[src/rtl/ms_digit_counter.sv]
// ms_digit_counter: multi-digit up/down counter with per-digit radix rollover, enable prescaler,
// parallel load (clamped) and carry/borrow strobes. Define MS_DIGIT_COUNTER_SAT_EN to saturate instead of wrap.
module ms_digit_counter #(
    parameter int DIGITS     = 3,
    parameter int RADIX      = 10,
    parameter int DIGIT_BITS = 4,
    parameter int PRESCALE   = 1
) (
    input  logic                         clk,
    input  logic                         rst,
    input  logic                         en,
    input  logic                         up,
    input  logic                         load,
    input  logic [DIGITS*DIGIT_BITS-1:0] din,
    output logic [DIGITS*DIGIT_BITS-1:0] q,
    output logic                         tick,
    output logic                         co,
    output logic                         bo,
    output logic                         zero,
    output logic                         max
);
    localparam int                    PW       = (PRESCALE > 1) ? $clog2(PRESCALE) : 1;
    localparam logic [PW-1:0]         PSC_LAST = PW'(PRESCALE - 1);
    localparam logic [DIGIT_BITS-1:0] DIG_MAX  = DIGIT_BITS'(RADIX - 1);

    logic [PW-1:0]                psc_q, psc_d;
    logic [DIGITS*DIGIT_BITS-1:0] cnt_q, cnt_d;
    logic [DIGITS*DIGIT_BITS-1:0] step_val, load_val;
    logic [DIGIT_BITS-1:0]        dig_c;
    logic                         carry_c;
    logic                         hold_sat;

    function automatic logic [DIGIT_BITS-1:0] clamp_digit(input logic [DIGIT_BITS-1:0] d);
        if (d > DIG_MAX) return DIG_MAX;
        return d;
    endfunction

    always_comb begin
        zero = 1'b1;
        max  = 1'b1;
        for (int i = 0; i < DIGITS; i++) begin
            if (cnt_q[i*DIGIT_BITS +: DIGIT_BITS] != '0)      zero = 1'b0;
            if (cnt_q[i*DIGIT_BITS +: DIGIT_BITS] != DIG_MAX) max  = 1'b0;
        end
    end

    assign tick = en & ~load & (psc_q == PSC_LAST);
    assign co   = tick & up & max;
    assign bo   = tick & ~up & zero;
    assign q    = cnt_q;

`ifdef MS_DIGIT_COUNTER_SAT_EN
    assign hold_sat = (up & max) | (~up & zero);
`else
    assign hold_sat = 1'b0;
`endif

    // Single-cycle ripple: the carry/borrow chain walks from digit 0 upward.
    always_comb begin
        step_val = cnt_q;
        load_val = '0;
        carry_c  = 1'b1;
        dig_c    = '0;
        for (int i = 0; i < DIGITS; i++) begin
            load_val[i*DIGIT_BITS +: DIGIT_BITS] = clamp_digit(din[i*DIGIT_BITS +: DIGIT_BITS]);
            dig_c = cnt_q[i*DIGIT_BITS +: DIGIT_BITS];
            if (carry_c) begin
                if (up) begin
                    if (dig_c == DIG_MAX) begin
                        dig_c = '0;
                    end else begin
                        dig_c   = dig_c + 1'b1;
                        carry_c = 1'b0;
                    end
                end else begin
                    if (dig_c == '0) begin
                        dig_c = DIG_MAX;
                    end else begin
                        dig_c   = dig_c - 1'b1;
                        carry_c = 1'b0;
                    end
                end
            end
            step_val[i*DIGIT_BITS +: DIGIT_BITS] = dig_c;
        end
    end

    always_comb begin
        cnt_d = cnt_q;
        psc_d = psc_q;
        if (load) begin
            cnt_d = load_val;
            psc_d = '0;
        end else begin
            if (en) psc_d = tick ? '0 : psc_q + 1'b1;
            if (tick && !hold_sat) cnt_d = step_val;
        end
    end

    always_ff @(posedge clk) begin
        if (rst) begin
            cnt_q <= '0;
            psc_q <= '0;
        end else begin
            cnt_q <= cnt_d;
            psc_q <= psc_d;
        end
    end
endmodule

[config.mk]
export PLATFORM = sky130hd
export DESIGN_NAME = ms_digit_counter
export DESIGN_NICKNAME = d
export VERILOG_FILES = /design/src/rtl/ms_digit_counter.sv
export SDC_FILE = /design/constraint.sdc
export NUM_CORES = 1
export LEC_CHECK = 0
export CAP_MARGIN = 20
export CORE_ASPECT_RATIO = 1.25
export CORE_MARGIN = 2
export CORE_UTILIZATION = 45
export CTS_BUF_LIST = sky130_fd_sc_hd__clkbuf_16
export DETAILED_ROUTE_END_ITERATION = 10
export GPL_TIMING_DRIVEN = 1
export HOLD_SLACK_MARGIN = 0.12
export PLACE_DENSITY = 0.73
export SKIP_LAST_GASP = 1
export SLEW_MARGIN = 30
export SYNTH_ARGS = -nofsm -noshare
export SYNTH_HDL_FRONTEND = slang
export SYNTH_SLANG_ARGS = --single-unit
[constraint.sdc]
create_clock -name clk -period 2.9 [get_ports clk]
set_input_delay 0.58 -clock clk [delete_from_list [all_inputs] [get_ports clk]]
set_output_delay 0.58 -clock clk [all_outputs]
set_load 0.005 [all_outputs]
==> flow_summary_export.csv <==
group,metric,value,unit
floorplanning,ios,34,
power_and_ir_drop,combPwrFrac,30.0,%
place,dp_hpwl,2638,µm
synth,ys_async_sr_fraction,0,%
synth,ys_seq_elements,13,
sta,finClkSkew,0.002535,ns
clocking,clk_pin_slew,0.05,ns
cells_and_area,drive_gt1_share,9.548,%
global_route,antenna_found_initial,0,
cells_and_area,n_fill_cell,237,
worst_setup_path,cp-start-kind,"flop",
synth,synth.distinct_cells,56,
sta,rsz0062_at_grt,"no",
routing,routed_wl,3671,µm
power_and_ir_drop,intPower,0.0004805,W
sta,setup_ws,0.2844,ns
sta,finalCritPeriodShare,90.19,%
hold_path,hold_path_class,"flop to flop",
routing,num_vias,1451,
place,dp_cells,229,
flow_run,drv_cap,0,
place,io_buffers,33,
place,dp_slack,0.2943,ns
synth,synth-main-ff-cell,"dfxtp_1",
power_and_ir_drop,netSwitchingFraction,29.27,%
synth,synth_edf_count,0,
clocking,cts_resized,0,
routing,drt-initial-drc-count,64,
power_and_ir_drop,ir_worst_vdd,0.2834,mV
sta,tightestPinTransition,0.5755,ns
worst_setup_path,crit_family,"simple AND/OR/NAND/NOR gates",
synth,netlist_area,1237,µm²
worst_setup_path,critPathMaxFanout,13,
floorplanning,start_util,46.63,%
worst_setup_path,crit_chain,"nand4_1, nor3_1, and2_1, and3_1, clkdlybuf4s50_1",
sta,setup_violations,0,
floorplanning,die_w,50.90,µm
synth,yosysSeqAreaShare,21.03,%
global_route,grt_overflow_total,0,
synth,ys_top_cells_by_area,"dfxtp_1, xnor2_1, clkbuf_1",
synth,synth_nets,187,
global_route,grt_first_pass_wirelength,6161,µm
global_route,grt_pass1_vias,1349,
routing,antenna_left,0,
worst_setup_path,critPathKind,"flop to output pin",
power_and_ir_drop,powerDensity,400.1,nW/µm²
cells_and_area,fin_nets,217,
sta,tns,0,ns
clocking,hold_buffers,0,
routing,wire_per_inst,15.76,µm
outcome,run_status,"finished clean",
worst_setup_path,slowest_stage,"dfxtp_1",
global_route,gr-usage-all-layers,24.03,%
power_and_ir_drop,power_frac_seq,31.3,%
clocking,cts_sinks,13,
floorplanning,fp-row-count,21,
clocking,cts-root-buf,"clkbuf_16",
worst_setup_path,slowest_delay,0.59,ns
synth,synth.top_cell.area_share,21.03,%
cells_and_area,seqCellArea,260.3,µm²
clocking,cts_tree,"built",
cells_and_area,syn_to_final_growth,37.21,%
sta,slew_headroom,61.51,%
clocking,cts-buffers-inserted,3,
power_and_ir_drop,power_frac_clock,38.6,%
synth,synth_warnings,0,
worst_setup_path,worstPathRequired,2.32,ns
cells_and_area,final_cells,233,
global_route,grt_max_degree,22,
routing,viasPerCell,6.227,
worst_setup_path,path_buf_inv,1,
clocking,cts_setup_buffers,0,
synth,netlist_instances,170,
worst_setup_path,critPathArrivalTime,2.04,ns
power_and_ir_drop,cellLeakagePower,0.6083,nW
cells_and_area,multi_input_area,888.4,µm²
sta,period_minus_slack,2.616,ns
floorplanning,design.die.area,3188,µm²
routing,drc,0,
routing,drt_pass1_iterations,4,
clocking,clock_latency,0.24,ns
synth,yosysTopAreaCell,"dfxtp_1",
floorplanning,core-area,2654,µm²
floorplanning,die_h,62.63,µm
synth,postSynthAreaPerCell,7.279,µm²
clocking,htreeDepth,1,
synth,netlist_top_cells_count,"clkbuf_1, dfxtp_1, nand2_1",
cells_and_area,antenna_cells,0,
sta,report.final.slew_viol_count,0,
sta,hold_viol_final,0,
worst_setup_path,crit_path_end_kind,"output pin",
power_and_ir_drop,p_sw,0.0001988,W
place,place.gp.congestion,0.8953,
clocking,clockBufferDepth,2,
sta,clock.fmax,0.3823,GHz
-- flip-flops by register name (all words and copies together), names as in the netlist --
register and cells:
psc_q 1, q 12
-- cells by family (layout without fill, tap and decap cells) --
group	Yosys count	count (layout)	share of synthesized area (%)
simple gates	69	69	32.96
compound gates	56	56	32.46
buf+inv	24	53	7.684
flops	13	13	21.03
xor+xnor	7	7	4.955
mux	1	1	0.9099
-- through the flow --
step	hold WS, ns	total power [W]	instance area, µm²	util, %
CTS	0.5322	0.0006776	1692	63.74
global placement	0.5206	0.0004107	1613	60.77
detailed placement	0.5230	0.0004161	1613	60.77
floorplan	0.5015	0.0003297	1237	-
finish	0.5297	0.0006793	1698	63.98
global route	0.5660	0.0007142	1698	63.98
-- routing by layer --
metal | track usage, % | up-vias | part of all wire (%)
met5 | 0 | - | 0
met4 | 5.405 | 0 | 0.46
met3 | 4.545 | 4 | 5.9
met2 | 41.56 | 56 | 51
met1 | 30.21 | 685 | 43
li1 | - | 706 | -
-- power by group through the flow --
stage                     Clock, W  Combinational, W  Sequential (W)
final                     0.000262          0.000204        0.000213
after CTS                 0.000264          0.000202        0.000212
after detailed placement         0          0.000201        0.000215
after floorplan                  0          0.000123        0.000207
after global placement           0          0.000196        0.000214
after global routing      0.000274          0.000225        0.000215
-- cells in the final DEF, fill, tap and decap left out, types with 2 or more instances in the layout --
cell type	Yosys	final
buf_4	0	10
o21ai_0	9	9
nand2_1	12	12
or3_1	3	3
nand4b_1	2	2
a21oi_1	8	8
nor4_1	4	3
inv_1	5	6
clkbuf_16	0	3
xnor2_1	6	6
a221oi_1	4	4
dfxtp_1	13	13
a311oi_1	2	2
nor4b_1	4	4
a211o_1	2	2
clkdlybuf4s50_1	0	33
nand2b_1	5	5
a211oi_1	5	5
nor3_1	9	9
nor2_1	10	10
o21ai_1	3	3
o2bb2ai_1	2	2
nand3b_1	4	4
nor2b_1	2	2
a31oi_1	2	2
nand4_1	2	2
a2111oi_0	2	2
and3_1	4	4
-- cell type report --
cell class | instances | area share [%]
clock inverter | 1 | 0.2211
clock buffer | 3 | 4.422
multi-input combinational | 133 | 52.32
timing repair buffer | 43 | 23.88
tap | 34 | 2.506
inverter | 6 | 1.326
sequential | 13 | 15.33
-- final timing paths --
kind,depth (start not counted),endpoint,startpoint,slack [ns]
hold / removal,1,psc_q,psc_q,0.53
setup / recovery,5,co,q[7],0.28
hold reg to reg,1,psc_q,psc_q,0.53
setup reg to reg,5,q[8],q[4],1.00
(Power assumes the default switching activity.)
